==> src/rtl/ntt_pkg.sv <==
// Shared types and helpers for the iterative NTT core: FSM states,
// index bit-reversal and the butterfly pipeline depth.
package ntt_pkg;

   typedef enum logic [1:0] {
      IDLE    = 2'd0,
      LOAD    = 2'd1,
      COMPUTE = 2'd2,
      OUT     = 2'd3
   } state_t;

   localparam int BF_LAT = 2;

   function automatic int bitrev(input int idx, input int logn);
      int r;
      r = 0;
      for (int b = 0; b < 32; b++) begin
         if (b < logn) begin
            r = r | (((idx >> b) & 1) << (logn - 1 - b));
         end
      end
      return r;
   endfunction

endpackage

==> src/rtl/ntt_bf_pipe.sv <==
// Two-stage radix-2 DIT modular butterfly: t = b*w mod q, then a+t and a-t mod q.
// Operands a, b, w are expected to be already reduced below q.
module ntt_bf_pipe #(
   parameter int W = 8
) (
   input  logic         clk,
   input  logic         rst_n,
   input  logic         valid_i,
   input  logic [W-1:0] a_i,
   input  logic [W-1:0] b_i,
   input  logic [W-1:0] w_i,
   input  logic [W-1:0] q_i,
   output logic [W-1:0] a_o,
   output logic [W-1:0] b_o,
   output logic         valid_o
);

   logic [2*W-1:0] prod_s;
   logic [W-1:0]   t_d, a1_q, t_q, a_d, b_d;
   logic           v1_q;
   logic [W:0]     sum_s, dif_s;

   // Stage-1 twiddle product and stage-2 add/subtract; sums are < 2q so one correction suffices.
   always_comb begin
      prod_s = {{W{1'b0}}, b_i} * {{W{1'b0}}, w_i};
      t_d    = W'(prod_s % {{W{1'b0}}, q_i});
      sum_s  = {1'b0, a1_q} + {1'b0, t_q};
      dif_s  = {1'b0, a1_q} + {1'b0, q_i} - {1'b0, t_q};
      if (sum_s >= {1'b0, q_i}) begin
         a_d = W'(sum_s - {1'b0, q_i});
      end else begin
         a_d = W'(sum_s);
      end
      if (dif_s >= {1'b0, q_i}) begin
         b_d = W'(dif_s - {1'b0, q_i});
      end else begin
         b_d = W'(dif_s);
      end
   end

   // Pipeline registers for both stages.
   always_ff @(posedge clk or negedge rst_n) begin
      if (!rst_n) begin
         a1_q    <= {W{1'b0}};
         t_q     <= {W{1'b0}};
         v1_q    <= 1'b0;
         a_o     <= {W{1'b0}};
         b_o     <= {W{1'b0}};
         valid_o <= 1'b0;
      end else begin
         a1_q    <= a_i;
         t_q     <= t_d;
         v1_q    <= valid_i;
         a_o     <= a_d;
         b_o     <= b_d;
         valid_o <= v1_q;
      end
   end

endmodule

==> src/rtl/ntt_iter_core.sv <==
// Iterative N-point forward NTT over Z_q with streaming in/out and one reused butterfly.
// Define NTT_INTT_SCALE_EN to add output scaling by n_inv_i (one extra output latency cycle).
module ntt_iter_core #(
   parameter int N    = 8,
   parameter int W    = 8,
   parameter int LOGN = $clog2(N)
) (
   input  logic         clk,
   input  logic         rst_n,
   input  logic [W-1:0] mod_i,
   input  logic [W-1:0] omega_i,
`ifdef NTT_INTT_SCALE_EN
   input  logic         scale_en_i,
   input  logic [W-1:0] n_inv_i,
`endif
   input  logic         in_valid,
   output logic         in_ready,
   input  logic [W-1:0] in_data,
   output logic         out_valid,
   input  logic         out_ready,
   output logic [W-1:0] out_data,
   output logic         out_last,
   output logic         busy
);
   import ntt_pkg::*;

   localparam logic [LOGN:0] HALF_N   = (LOGN+1)'(N / 2);
   localparam logic [LOGN:0] LAST_CYC = HALF_N + (LOGN+1)'(BF_LAT - 1);

   function automatic logic [W-1:0] mulmod(input logic [W-1:0] a, input logic [W-1:0] b,
                                           input logic [W-1:0] q);
      logic [2*W-1:0] p;
      p = {{W{1'b0}}, a} * {{W{1'b0}}, b};
      return W'(p % {{W{1'b0}}, q});
   endfunction

   state_t          state_q;
   logic [W-1:0]    q_q, om_q, out_data_q;
   logic            in_ready_q, out_valid_q, out_last_q, busy_q, tw_run_q;
   logic [LOGN-1:0] in_cnt_q, tw_cnt_q, stage_q, k_q;
   logic [LOGN:0]   cyc_q;
   logic [LOGN-1:0] ad1_top_q, ad1_bot_q, wb_top_q, wb_bot_q;
   logic [W-1:0]    mem [N];
   logic [W-1:0]    tw  [N];
`ifdef NTT_INTT_SCALE_EN
   logic            sc_q;
   logic [W-1:0]    ninv_q;
`endif

   logic            accept_s, issue_s, bf_valid_s;
   logic [W-1:0]    ld_q_s, ld_data_s, rd_a_s, rd_b_s, rd_w_s, bf_a_s, bf_b_s, raw_s, res_s;
   logic [LOGN-1:0] ld_addr_s, half_s, bf_i_s, j_s, top_s, bot_s, twi_s, out_idx_s;

   // Input acceptance and butterfly addressing for the current COMPUTE slot.
   always_comb begin
      accept_s  = in_valid && in_ready_q;
      ld_q_s    = (state_q == IDLE) ? mod_i : q_q;
      ld_data_s = in_data % ld_q_s;
      ld_addr_s = LOGN'(bitrev(int'(in_cnt_q), LOGN));
      half_s    = LOGN'(1) << stage_q;
      bf_i_s    = cyc_q[LOGN-1:0];
      j_s       = bf_i_s & (half_s - LOGN'(1));
      top_s     = ((bf_i_s >> stage_q) << (stage_q + LOGN'(1))) | j_s;
      bot_s     = top_s | half_s;
      twi_s     = j_s << (LOGN'(LOGN - 1) - stage_q);
      issue_s   = (state_q == COMPUTE) && (cyc_q < HALF_N);
      rd_a_s    = mem[top_s];
      rd_b_s    = mem[bot_s];
      rd_w_s    = tw[twi_s];
   end

   ntt_bf_pipe #(.W(W)) u_bf (
      .clk     (clk),
      .rst_n   (rst_n),
      .valid_i (issue_s),
      .a_i     (rd_a_s),
      .b_i     (rd_b_s),
      .w_i     (rd_w_s),
      .q_i     (q_q),
      .a_o     (bf_a_s),
      .b_o     (bf_b_s),
      .valid_o (bf_valid_s)
   );

   // Next output word; forwards the final write-back that lands on the COMPUTE->OUT edge.
   always_comb begin
      if ((state_q == OUT) && out_valid_q) begin
         out_idx_s = k_q + LOGN'(1);
      end else begin
         out_idx_s = {LOGN{1'b0}};
      end
      if (bf_valid_s && (wb_top_q == out_idx_s)) begin
         raw_s = bf_a_s;
      end else if (bf_valid_s && (wb_bot_q == out_idx_s)) begin
         raw_s = bf_b_s;
      end else begin
         raw_s = mem[out_idx_s];
      end
`ifdef NTT_INTT_SCALE_EN
      if (sc_q) begin
         res_s = mulmod(raw_s, ninv_q, q_q);
      end else begin
         res_s = raw_s;
      end
`else
      res_s = raw_s;
`endif
   end

   // Coefficient RAM (input stream or butterfly write-back) and twiddle table build.
   always_ff @(posedge clk) begin
      if (accept_s) begin
         mem[ld_addr_s] <= ld_data_s;
      end else if (bf_valid_s) begin
         mem[wb_top_q] <= bf_a_s;
         mem[wb_bot_q] <= bf_b_s;
      end
      if (tw_run_q) begin
         tw[tw_cnt_q] <= (tw_cnt_q == {LOGN{1'b0}}) ? W'(1) :
                         mulmod(tw[tw_cnt_q - LOGN'(1)], om_q, q_q);
      end
   end

   // Butterfly addresses travel alongside the two pipeline stages.
   always_ff @(posedge clk or negedge rst_n) begin
      if (!rst_n) begin
         ad1_top_q <= {LOGN{1'b0}};
         ad1_bot_q <= {LOGN{1'b0}};
         wb_top_q  <= {LOGN{1'b0}};
         wb_bot_q  <= {LOGN{1'b0}};
      end else begin
         ad1_top_q <= top_s;
         ad1_bot_q <= bot_s;
         wb_top_q  <= ad1_top_q;
         wb_bot_q  <= ad1_bot_q;
      end
   end

   // Frame FSM with registered handshake outputs.
   always_ff @(posedge clk or negedge rst_n) begin
      if (!rst_n) begin
         state_q     <= IDLE;
         q_q         <= {W{1'b0}};
         om_q        <= {W{1'b0}};
         in_ready_q  <= 1'b0;
         out_valid_q <= 1'b0;
         out_data_q  <= {W{1'b0}};
         out_last_q  <= 1'b0;
         busy_q      <= 1'b0;
         tw_run_q    <= 1'b0;
         tw_cnt_q    <= {LOGN{1'b0}};
         in_cnt_q    <= {LOGN{1'b0}};
         stage_q     <= {LOGN{1'b0}};
         cyc_q       <= {(LOGN+1){1'b0}};
         k_q         <= {LOGN{1'b0}};
`ifdef NTT_INTT_SCALE_EN
         sc_q        <= 1'b0;
         ninv_q      <= {W{1'b0}};
`endif
      end else begin
         if (tw_run_q) begin
            tw_cnt_q <= tw_cnt_q + LOGN'(1);
            if (tw_cnt_q == LOGN'(N / 2 - 1)) begin
               tw_run_q <= 1'b0;
            end
         end
         case (state_q)
            IDLE: begin
               in_ready_q <= 1'b1;
               if (accept_s) begin
                  q_q      <= mod_i;
                  om_q     <= omega_i;
`ifdef NTT_INTT_SCALE_EN
                  sc_q     <= scale_en_i;
                  ninv_q   <= n_inv_i;
`endif
                  tw_run_q <= 1'b1;
                  tw_cnt_q <= {LOGN{1'b0}};
                  in_cnt_q <= LOGN'(1);
                  busy_q   <= 1'b1;
                  state_q  <= LOAD;
               end
            end
            LOAD: begin
               if (accept_s) begin
                  in_cnt_q <= in_cnt_q + LOGN'(1);
                  if (in_cnt_q == LOGN'(N - 1)) begin
                     in_ready_q <= 1'b0;
                     stage_q    <= {LOGN{1'b0}};
                     cyc_q      <= {(LOGN+1){1'b0}};
                     state_q    <= COMPUTE;
                  end
               end
            end
            COMPUTE: begin
               if (cyc_q == LAST_CYC) begin
                  cyc_q <= {(LOGN+1){1'b0}};
                  if (stage_q == LOGN'(LOGN - 1)) begin
                     k_q     <= {LOGN{1'b0}};
                     state_q <= OUT;
`ifndef NTT_INTT_SCALE_EN
                     out_valid_q <= 1'b1;
                     out_data_q  <= res_s;
                     out_last_q  <= (out_idx_s == LOGN'(N - 1));
`endif
                  end else begin
                     stage_q <= stage_q + LOGN'(1);
                  end
               end else begin
                  cyc_q <= cyc_q + (LOGN+1)'(1);
               end
            end
            OUT: begin
               if (!out_valid_q) begin
                  out_valid_q <= 1'b1;
                  out_data_q  <= res_s;
                  out_last_q  <= (out_idx_s == LOGN'(N - 1));
               end else if (out_ready) begin
                  if (k_q == LOGN'(N - 1)) begin
                     out_valid_q <= 1'b0;
                     out_data_q  <= {W{1'b0}};
                     out_last_q  <= 1'b0;
                     k_q         <= {LOGN{1'b0}};
                     busy_q      <= 1'b0;
                     in_ready_q  <= 1'b1;
                     state_q     <= IDLE;
                  end else begin
                     k_q        <= k_q + LOGN'(1);
                     out_data_q <= res_s;
                     out_last_q <= (out_idx_s == LOGN'(N - 1));
                  end
               end
            end
            default: begin
               state_q <= IDLE;
            end
         endcase
      end
   end

   assign in_ready  = in_ready_q;
   assign out_valid = out_valid_q;
   assign out_data  = out_data_q;
   assign out_last  = out_last_q;
   assign busy      = busy_q;

endmodule
==> config.mk <==
export PLATFORM = sky130hd
export DESIGN_NAME = ntt_iter_core
export DESIGN_NICKNAME = d
export VERILOG_FILES = /design/src/rtl/ntt_pkg.sv /design/src/rtl/ntt_bf_pipe.sv /design/src/rtl/ntt_iter_core.sv
export SDC_FILE = /design/constraint.sdc
export NUM_CORES = 1
export LEC_CHECK = 0
export ABC_AREA = 0
export BUFFER_PORTS_ARGS = -buffer_cell sky130_fd_sc_hd__buf_2
export CORE_MARGIN = 1.5
export CORE_UTILIZATION = 30
export CTS_CLUSTER_DIAMETER = 80
export DETAILED_ROUTE_END_ITERATION = 8
export PLACE_DENSITY = 0.42
export SETUP_SLACK_MARGIN = 0.02
export SYNTH_ARGS = -nofsm -noshare
export SYNTH_HDL_FRONTEND = slang
export SYNTH_HIERARCHICAL = 1
export SYNTH_SLANG_ARGS = --single-unit
export TNS_END_PERCENT = 100
==> constraint.sdc <==
create_clock -name clk -period 43.2 [get_ports clk]
set_clock_uncertainty 0.1 [all_clocks]
set_input_delay 8.64 -clock clk [delete_from_list [all_inputs] [get_ports clk]]
set_output_delay 8.64 -clock clk [all_outputs]
set_load 0.01 [all_outputs]
### After elaboration in Yosys (flattened, before gate mapping)

Memories as Yosys holds them, arrays and structs flattened. A register that Yosys moved wholly into a read port is not among the register bits.
Index checks and enable logic that the tools add are counted.
W data, S select, Z words.

| storage, ports and cells | value |
|---|---|
| register bits after elaboration | 85 |
| memory bits (writable) | 128 |
| input port bits | 28 |
| output and inout bits | 12 |
| word-level logic and storage cells | 180 |
| memories | 2 |

| cells by class | value |
|---|---|
| add/sub/neg operators | 13 |
| $mul | 2 |
| div/mod/pow operators | 3 |
| $lt $le $gt $ge | 3 |
| equal/unequal tests | 21 |
| shift operators | 4 |
| multiplexer cells | 80 |
| bitwise gates (word level) | 5 |
| reductions and logical operators | 24 |

Memory list:

| name | words | bits a word | rd ports | clocked after memory_dff | wr ports | RTL line | source |
|---|---|---|---|---|---|---|---|
| mem | 8 | 8 | 3 | 1 | 2 | ntt_iter_core.sv:43 | `logic [W-1:0] mem [N];` |
| tw | 8 | 8 | 2 | 0 | 1 | ntt_iter_core.sv:44 | `logic [W-1:0] tw [N];` |

Operators with widths:

| kind | number |
|---|---|
| $mux W8 | 12 |
| $mux W3 | 16 |
| $mod A16 B8 Y16 | 2 |
| $mul A8 B8 Y16 | 2 |
| $mux W1 | 31 |
| $add A8 B8 Y9 | 2 |
| $ge A9 B8 Y1 | 2 |
| $pmux W3 S2 | 3 |
| $mux W2 | 8 |
| $pmux W8 S2 | 1 |
| $sub A8 B8 Y8 | 2 |
| $reduce_and A5 Y1 | 3 |
| $add A3 B1 Y3 const B | 4 |
| $mux W4 | 3 |
| $ne A2 B2 Y1 const B | 6 |
| $eq A3 B3 Y1 const B | 3 |
| $reduce_and A3 Y1 | 3 |
| $sub A9 B8 Y9 | 1 |
| $mod A8 B8 Y8 | 1 |
| $pmux W2 S4 | 1 |
| $pmux W4 S2 | 1 |
| $reduce_and A8 Y1 | 1 |
| $reduce_bool A2 Y1 | 4 |
| $reduce_or A8 Y1 | 1 |
| 28 further kinds | 42 |

### Depth between registers and ports, before layout

Gate-level depths: netlist of run 1.

| logic depth | value |
|---|---|
| word-level depth | 11 |
| mapped depth | 177 |
| gate-level depth less buffers | 168 |

### Cells and area by module

Netlist of run 1, hierarchy kept.

By module, submodules not included:

| module | times used | cells each | area an instance (µm²) | sequential area each (µm²) |
|---|---|---|---|---|
| ntt_iter_core | 1 | 2310 | 20025.5 | 5320.1 |
| ntt_bf_pipe | 1 | 1267 | 10149.7 | 850.8 |

### Worst setup path after synthesis of run 1

No wires, ideal clock.

| timing | value |
|---|---|
| path type | register -> register |
| from | register tw_cnt_q[0] |
| to | memory tw[0][1], data pin |
| setup time | 0.277 ns |
| arrival | 35.073 ns |
| data required time | 42.823 ns |
| setup slack | 7.750 ns |
| cell stages (with the launch flop) | 166 |
| buffers on the path | 6 |
| clock period less this slack | 35.450 ns |
| path through | dfrtp_1 -> buf_4 -> buf_1 -> inv_1 -> ha_1 -> clkbuf_1 -> clkbuf_1 -> mux4_2 -> mux2i_1 -> nor2b_1 -> fa_1 -> fa_1 -> fa_1 -> inv_1 -> fa_1 -> inv_1 -> ha_1 -> o211ai_1 -> [... 130 more ...] -> a21o_1 -> a21o_1 -> inv_1 -> o211a_1 -> nand4_4 -> nor2_4 -> mux2_1 -> ha_1 -> nor2b_1 -> o21ai_0 -> nand2b_1 -> a21o_1 -> a21oi_1 -> o21ai_0 -> a21o_1 -> a211oi_2 -> nand2_1 -> a211oi_1 |

| on the way | value |
|---|---|
| longest elaborated chain between the ends | 5 |
| elaborated cells on any way between the ends | 6 |

RTL lines:

| element | RTL line | source |
|---|---|---|
| start, declared | ntt_iter_core.sv:40 | `logic [LOGN-1:0] in_cnt_q, tw_cnt_q, stage_q, k_q;` |
| start signal, assigned | ntt_iter_core.sv:151 | `tw_cnt_q <= {LOGN{1'b0}};` |
| start signal, assigned | ntt_iter_core.sv:162 | `tw_cnt_q <= tw_cnt_q + LOGN'(1);` |
| start signal, assigned | ntt_iter_core.sv:178 | `tw_cnt_q <= {LOGN{1'b0}};` |
| $sub A3 B1 Y3 | ntt_iter_core.sv:120 | `mulmod(tw[tw_cnt_q - LOGN'(1)], om_q, q_q);` |
| $mem_v2 Z8 W8 | - |  |
| $mul A8 B8 Y16 | ntt_iter_core.sv:33 | `p = {{W{1'b0}}, a} * {{W{1'b0}}, b};` |
| $mod A16 B8 Y16 | ntt_iter_core.sv:34 | `return W'(p % {{W{1'b0}}, q});` |
| $mux W8 * | ntt_iter_core.sv:119 | `tw[tw_cnt_q] <= (tw_cnt_q == {LOGN{1'b0}}) ? W'(1) :` |
| end, declared | ntt_iter_core.sv:44 |  |

Every way passes the cells marked *; elsewhere a longest branch is shown, timed or not.

### Worst setup path after layout of run 1

| timing | value |
|---|---|
| from | register tw_cnt_q[0] |
| to | memory tw[4][7], data pin |

Same word-level chain as after synthesis.

==> impl_metrics.toml, run 1 <==
[yosys]
synth_area_per_cell_um2 = 8.44
synth_sequential_area_ratio_pct = 20.5
yosys_warnings = 6
synth_nets = 4053
synthFlopType = "edfxtp_1"
postSynthCellCount = 3577
postSynth.asyncResetShare_pct = 42.1
synth_seq_cells = 221
number_of_synthesized_flops_with_an_enable_pin = 128
post_synth_instance_area_mm2 = 0.0302
synth_cell_type_count = 117

[layout]
layout.nets = 4075
area_growth_pct = 10.0
insertedDiodeCount = 0
share_of_cells_above_drive_strength_1_pct = 11.2
final_common_cell = "nand2_1"
mostFrequentLayoutCells = "nand2_1, ha_1, inv_1"

[sta]
slew-limit-headroom_pct = 25.4
tightestPinTransition_ps = 1110
endpoints_failing_hold = 0
rsz_0062_raised_after_global_routing = "no"
final.period_utilization_pct = 92.0
min_period_ps = 39750
setup-tns-final_ps = 0
finalSetupViolations = 0
max_freq_mhz = 25.2
slew_viol_final = 0
layout_setup_ws_ps = 3450

[worst_setup_path]
critical-path-top-delay-family = "compound AO/OA/AOI/OAI gates"
timing.critical_path.arrival_ps = 39930
setup.worst_path.end = "tw[4][7]$_DFFE_PP_"
setup.worst_path.end_class = "flip-flop"
reg2reg_slack_ps = 3450
path_depth = 158
required_ps = 43370
crit_path_start = "tw_cnt_q[0]$_DFF_PN0_"
crit_top_cell = "o21a_1"
timing.setup.critical_path_class = "flip-flop to flip-flop"
critical-path-slowest-cell = "ha_2"
timing.rr.end = "tw[4][7]$_DFFE_PP_"
path_max_fanout = 20
timing.critical_path.from_type = "flip-flop"
worst_path_largest_cell_delay_ps = 660
timing.reg2reg.worst_path_depth = 158
launch_instance_of_the_worst_register_to_register_path = "tw_cnt_q[0]$_DFF_PN0_"
critical_path_buf_inv_count = 6

[floorplan]
die_x_um = 320
die_h_um = 320
rows = 116
core_area_mm2 = 0.0999
floorplan.initialDensity_pct = 30.2
design.die.area_mm2 = 0.102
io_pins = 40

[cts]
cts_num_sinks = 221
h_tree_depth_reported_by_cts = 1
clkSlewWorstSetupHoldPaths_ps = 70
cts-root-buf = "clkbuf_16"
tritoncts = "built"
worst_skew_pair.late_latency_ps = 600
clockBufferDepth = 3
cts_inserted_buffers = 27

[global_route]
antenna_violations_before_repair = 6
grt_pass1_vias = 25784
wire_length_of_the_first_global_routing_pass_mm = 151
global_route.overflow_total = 0
pin_count_of_the_biggest_net_entering_global_routing = 61
globalRouteTotalUtil_pct = 18.6

[hold_path]
launch_instance_of_the_worst_min_delay_path = "ad1_top_q[0]$_DFF_PN0_"
min_path_type = "flip-flop to flip-flop"

[drt]
remaining_drc_errors = 0
firstDrtPassIters = 5
vias = 26126
drtIter0Drc = 1478
detail_route.wl_per_cell_um = 19.6
totalWireLength_mm = 96.3
ant_nets = 0
drt-vias-per-instance = 5.31

[status]
status = "complete, no violations"

[place]
place.gp.congestion = 0.838
buffer_ports.inserted = 39
worst_setup_slack_after_placement_ps = 1730
detailed_place_hpwl_mm = 73.9

[job]
cap_viol_max_count = 0
## repair_timing
item / CTS / global route
gates resized for setup: 0 / 26
hold endpoints to repair: 0 / 0
endpoints found under the setup margin: 0 / 64
setup buffers: 0 / 0
hold buffers: 0 / 0
## cell families after synthesis
logic type / Yosys count / synth area share, %
buffers and inverters: 335 / 4.24
and+or+nand+nor: 1249 / 20.0
DFF: 221 / 20.5
muxes: 220 / 8.70
xor gates and xnor gates: 148 / 4.34
adders and majority gates: 449 / 20.8
AOI/OAI and AO/OA: 955 / 21.5
## through the flow
stage / instances / utilization [%] / hold WS (ps) / instance area (um^2)
2_1_floorplan: 3577 / - / 231 / 30200
3_3_place_gp: 4868 / 32.1 / 231 / 32100
3_5_place_dp: 4868 / 32.1 / 235 / 32100
4_1_cts: 4918 / 33.1 / 250 / 33000
5_1_grt: 4918 / 33.2 / 255 / 33200
6_report: 4918 / 33.2 / 246 / 33200
## area by class of cell
class | count | area (um^2)
fillers | 10442 | 66700
multi-input cells | 3021 | 22900
flip-flops and latches | 221 | 6170
well taps | 1298 | 1620
inverters | 229 | 860
clock buffers | 37 | 797
repair buffers | 99 | 648
clock inverters | 13 | 164
## metal layers
metal | global-route usage (%) | vias to the layer above | routed length, um
met2 | 32.5 | 366 | 46300
li1 | - | 13103 | -
met1 | 25.2 | 12561 | 45700
met3 | 1.73 | 88 | 2650
met5 | 0 | - | 58
met4 | 2.90 | 8 | 1480
## cell usage after synthesis (all sizes together) (90+ instances only)
library cell	count	area (um^2)
o21ai	218	1090
xnor2	102	893
dfrtp	93	2330
nor2	203	797
nor2b	90	563
nor3	122	616
nand2	479	1800
ha	362	4530
nand3	108	541
mux2	145	1630
inv	228	856
o21a	117	878
edfxtp	128	3840
a21oi	198	995
## registers in the layout (all words and copies together) (netlist names), 4 cells and up
name       flops
u_bf/a_o       8
u_bf/a1_q      8
mem           64
om_q           8
u_bf/b_o       8
tw            64
out_data       8
cyc_q          4
q_q            8
u_bf/t_q       8
## how the worst min path moves through the flow
stage,slack (ps),cells past startpoint,end
6_report,250,0,wb_top_q[0]$_DFF_PN0_
5_1_grt,260,0,wb_bot_q[0]$_DFF_PN0_
4_1_cts,250,0,wb_bot_q[0]$_DFF_PN0_
3_5_place_dp,230,0,wb_bot_q[0]$_DFF_PN0_
3_3_place_gp,230,0,wb_top_q[0]$_DFF_PN0_
2_1_floorplan,230,0,u_bf/valid_o$_DFF_PN0_
Power of run 1 is left out: the tool's default activity adds up to more than one toggle a clock period on the data nets, which glitch-free logic cannot reach.
==> run 2: changes to the inputs <==
--- a/config.mk
+++ b/config.mk
@@ -11,7 +11,8 @@
 export CORE_UTILIZATION = 30
 export CTS_CLUSTER_DIAMETER = 80
 export DETAILED_ROUTE_END_ITERATION = 8
-export PLACE_DENSITY = 0.42
+export HOLD_SLACK_MARGIN = 0.1
+export PLACE_DENSITY = 0.48
 export SETUP_SLACK_MARGIN = 0.02
 export SYNTH_ARGS = -nofsm -noshare
 export SYNTH_HDL_FRONTEND = slang
==> run 2 against run 1 <==
Against the previous run: first-iteration DRC count fell by 3.3%; critical path depth grew 1; wire length decreased by 5.9%.
==> impl_metrics.toml, run 2 (same netlist as run 1, synthesis figures left out) <==
[drt]
ant_nets = 0
detail_route.wl_per_cell_um = 18.4
drtIter0Drc = 1429
firstDrtPassIters = 5
vias = 26030
totalWireLength_mm = 90.5
drt-vias-per-instance = 5.30
remaining_drc_errors = 0

[place]
detailed_place_hpwl_mm = 69.7
buffer_ports.inserted = 39
place.gp.congestion = 0.843
post-place-cells = 4858

[cts]
postCtsHoldBufs = 0
tritoncts = "built"
cts_setup_buffers = 0
cts-root-buf = "clkbuf_16"
worst_skew_pair.late_latency_ps = 590
clockBufferDepth = 3
clkSlewWorstSetupHoldPaths_ps = 60
cts_inserted_buffers = 29
cts_num_sinks = 221
post_cts_resize_count = 0
h_tree_depth_reported_by_cts = 1

[worst_setup_path]
setup.worst_path.end_class = "flip-flop"
reg2reg_slack_ps = 3490
path_max_fanout = 20
timing.critical_path.from_type = "flip-flop"
timing.setup.critical_path_class = "flip-flop to flip-flop"
required_ps = 43370
critical-path-slowest-cell = "mux2i_1"
worst_path_largest_cell_delay_ps = 710
timing.critical_path.arrival_ps = 39870
crit_top_cell = "o21a_1"

[global_route]
gr-usage-met1_pct = 24.2
grt_busiest_layer = "met2"
grt_pass1_vias = 25335
antenna_violations_before_repair = 11
grt.met2_usage_pct = 29.6
wire_length_of_the_first_global_routing_pass_mm = 144
pin_count_of_the_biggest_net_entering_global_routing = 51
grt_met3_usage_pct = 1.94
global_route.overflow_total = 0
globalRouteTotalUtil_pct = 17.5

[hold_path]
min_path_type = "flip-flop to flip-flop"

[layout]
ff_latch_area_mm2 = 0.00617
final_common_cell = "nand2_1"
insertedDiodeCount = 0
share_of_cells_above_drive_strength_1_pct = 10.9
layout.nets = 4067
final-instance-count-excl-fill = 4911
biggest_regs = "mem: 64 flops, tw: 64 flops"
fill_cells = 10496
mostFrequentLayoutCells = "nand2_1, ha_1, inv_1"
area_growth_pct = 9.66
multi_input_area_mm2 = 0.0229

[floorplan]
core_area_mm2 = 0.0999
die_h_um = 320
die_x_um = 320
rows = 116
floorplan.initialDensity_pct = 30.2
design.die.area_mm2 = 0.102
io_pins = 40

[sta]
min_period_ps = 39710
max_freq_mhz = 25.2
slew-limit-headroom_pct = 24.2
setup-tns-final_ps = 0
rsz_0062_raised_after_global_routing = "no"
slew_viol_final = 0
worst_hold_check_slack_ps = 233
finalSetupViolations = 0
endpoints_failing_hold = 0
final.period_utilization_pct = 91.9
tightestPinTransition_ps = 1110

[status]
status = "complete, no violations"

[job]
cap_viol_max_count = 0
## run 2: cell types whose count changed in the layout (fill, tap and decap cells not counted), moves of 2 or more
cell,before,now
o21ai_0,189,191
inv_8,2,0
clkinv_2,4,2
inv_6,0,2
o21ai_1,25,23
clkbuf_1,5,9
clkbuf_8,2,4
buf_4,61,51
## run 2: final timing paths
kind	start	endpoint	depth (start not counted)
setup / recovery	tw_cnt_q[0]$_DFF_PN0_	tw[2][2]$_DFFE_PP_	159
hold / removal	ad1_bot_q[1]$_DFF_PN0_	wb_bot_q[1]$_DFF_PN0_	0
setup reg to reg	tw_cnt_q[0]$_DFF_PN0_	tw[2][2]$_DFFE_PP_	159
hold reg to reg	ad1_bot_q[1]$_DFF_PN0_	wb_bot_q[1]$_DFF_PN0_	0
max in group asynchronous	rst_n	om_q[5]$_DFFE_PN0P_	2
min in group asynchronous	rst_n	u_bf/t_q[0]$_DFF_PN0_	1
## run 2: metal layers
layer / routed length, um / vias to the layer above / part of all wire [%]
li1: - / 13107 / -
met1: 42700 / 12349 / 47
met2: 42400 / 464 / 47
met3: 3900 / 98 / 4.3
met4: 1470 / 12 / 1.6
met5: 80 / - / 0.088
## run 2: final cells by class
cell class	count	share of cell area, %
multi-input cells	3021	69.2
flip-flops and latches	221	18.6
well taps	1298	4.91
inverters	229	2.60
clock buffers	42	2.46
repair buffers	89	1.73
clock inverters	11	0.412
## run 2: through the flow
step	utilization [%]	area (um^2)	setup WS (ps)
3_3_place_gp	32.1	32000	2070
5_1_grt	33.1	33100	26.2
2_1_floorplan	-	30200	7750
6_report	33.1	33100	3490
3_5_place_dp	32.1	32000	2120
4_1_cts	33.0	33000	1960
## run 2: worst max-delay path: cells and delay by family, from the launching register on
family / cells / cell delay (ps)
AO/OA/AOI/OAI: 78 / 17770
AND/OR/NAND/NOR: 45 / 9600
adder cells (fa/ha/maj): 22 / 7870
multiplexers: 7 / 2790
buffers and inverters: 6 / 750
flip-flops: 1 / 320
XOR/XNOR: 1 / 160
Power of run 2 is left out for the same reason.
==> run 3: changes to the inputs <==
==> constraint.sdc (replaced) <==
create_clock -name clk -period 45.9 [get_ports clk]
set_clock_uncertainty 0.1 [all_clocks]
set_input_delay 9.18 -clock clk [delete_from_list [all_inputs] [get_ports clk]]
set_output_delay 9.18 -clock clk [all_outputs]
set_load 0.01 [all_outputs]
==> run 3 against run 2 <==
Against the previous run: fmax fell by 3.8%; die area did not move; register-to-register slack better by 1100 ps; wire length about the same; global-route usage is 0.16 points lower; final area decreased by 0.28%; count of clock-buffer cells in the layout down 2; flip-flop and latch count unchanged; non-clock buffer count is 1 lower; worst hold slack worse by 3.3 ps; utilization fell by 0.091 points; critical path depth is 1 higher; highest routed layer unchanged.
==> impl_metrics.toml, run 3 (same netlist as run 1, synthesis figures left out) <==
[status]
status = "complete, no violations"

[global_route]
wire_length_of_the_first_global_routing_pass_mm = 143
grt_pass1_vias = 25360
antenna_violations_before_repair = 10
global_route.overflow_total = 0
globalRouteTotalUtil_pct = 17.3
pin_count_of_the_biggest_net_entering_global_routing = 50

[layout]
layout.nets = 4065
biggest_regs = "mem: 64 flops, tw: 64 flops"
final_common_cell = "nand2_1"
mostFrequentLayoutCells = "nand2_1, ha_1, inv_1"
ff_latch_area_mm2 = 0.00617
area_growth_pct = 9.35
share_of_cells_above_drive_strength_1_pct = 10.5
multi_input_area_mm2 = 0.0228
fill_cells = 10476

[job]
cap_viol_max_count = 0

[sta]
max_freq_mhz = 24.2
rsz_0062_raised_after_global_routing = "no"
slew-limit-headroom_pct = 12.3
final.period_utilization_pct = 89.9
endpoints_failing_hold = 0
finalSetupViolations = 0
setup-tns-final_ps = 0
tightestPinTransition_ps = 1310
min_period_ps = 41270
slew_viol_final = 0

[cts]
cts_inserted_buffers = 28
clockBufferDepth = 3
clkSlewWorstSetupHoldPaths_ps = 60
worst_skew_pair.late_latency_ps = 580
post_cts_resize_count = 0
postCtsHoldBufs = 0
cts_num_sinks = 221
h_tree_depth_reported_by_cts = 1
cts-root-buf = "clkbuf_16"
tritoncts = "built"
cts_setup_buffers = 0

[worst_setup_path]
launch_instance_of_the_worst_register_to_register_path = "tw_cnt_q[0]$_DFF_PN0_"
critical-path-slowest-cell = "xor2_1"
reg2reg_slack_ps = 4630
crit_top_cell = "o21a_1"
timing.setup.critical_path_class = "flip-flop to flip-flop"
path_depth = 160
required_ps = 46020
critical_path_buf_inv_count = 6
critical-path-top-delay-family = "compound AO/OA/AOI/OAI gates"
crit_path_start = "tw_cnt_q[0]$_DFF_PN0_"
timing.rr.end = "tw[0][1]$_DFFE_PP_"
setup.worst_path.end_class = "flip-flop"
worst_path_largest_cell_delay_ps = 1000
timing.critical_path.arrival_ps = 41390
timing.reg2reg.worst_path_depth = 160
path_max_fanout = 20
timing.critical_path.from_type = "flip-flop"

[place]
place.gp.congestion = 0.837
detailed_place_hpwl_mm = 69.7
buffer_ports.inserted = 39

[hold_path]
launch_instance_of_the_worst_min_delay_path = "u_bf/v1_q$_DFF_PN0_"
cell_depth_of_the_worst_min_delay_path = 0
min_path_type = "flip-flop to flip-flop"
hold_path_end = "u_bf/valid_o$_DFF_PN0_"

[drt]
totalWireLength_mm = 90.6
detail_route.wl_per_cell_um = 18.4
drtIter0Drc = 1476
ant_nets = 0
drt-vias-per-instance = 5.32
vias = 26161
remaining_drc_errors = 0
firstDrtPassIters = 5

[floorplan]
design.die.area_mm2 = 0.102
rows = 116
io_pins = 40
core_area_mm2 = 0.0999
die_x_um = 320
die_h_um = 320
floorplan.initialDensity_pct = 30.2
run 3: layout make-up:
cell class,count,share of cell area (%)
Antenna cell,5,0.0379
Clock buffer,40,2.42
Clock inverter,12,0.554
Inverter,229,2.60
Multi-Input combinational cell,3021,69.1
Sequential cell,221,18.7
Tap cell,1298,4.92
Timing Repair Buffer,88,1.71
run 3: routing by layer:
metal  share of wire [%]  track usage (%)  vias up  wire (um)
met5               0.040                0        -         36
met1                  47             23.9    12506      43000
met4                 1.8             3.37        6       1660
li1                    -                -    13090          -
met2                  47             29.6      470      42300
met3                 4.0             1.51       89       3670
run 3: metrics by stage:
step,hold WS (ps),utilization (%),cells,worst slack (ps),instance area (um^2)
6_report,230,33.0,4914,4630,33000
5_1_grt,252,33.0,4909,1310,33000
4_1_cts,240,33.0,4909,4640,33000
3_5_place_dp,235,32.1,4857,4770,32000
3_3_place_gp,232,32.1,4857,4770,32000
2_1_floorplan,231,-,3577,10450,30200
run 3: worst max-delay path by stage:
stage | endpoint | slack, ps
final | tw[0][1]$_DFFE_PP_ | 4630
after global routing | tw[0][1]$_DFFE_PP_ | 1310
after CTS | tw[0][1]$_DFFE_PP_ | 4640
after detailed placement | tw[1][1]$_DFFE_PP_ | 4770
after global placement | tw[3][1]$_DFFE_PP_ | 4770
after floorplan | tw[0][1]$_DFFE_PP_ | 10450
Power of run 3 is left out for the same reason.
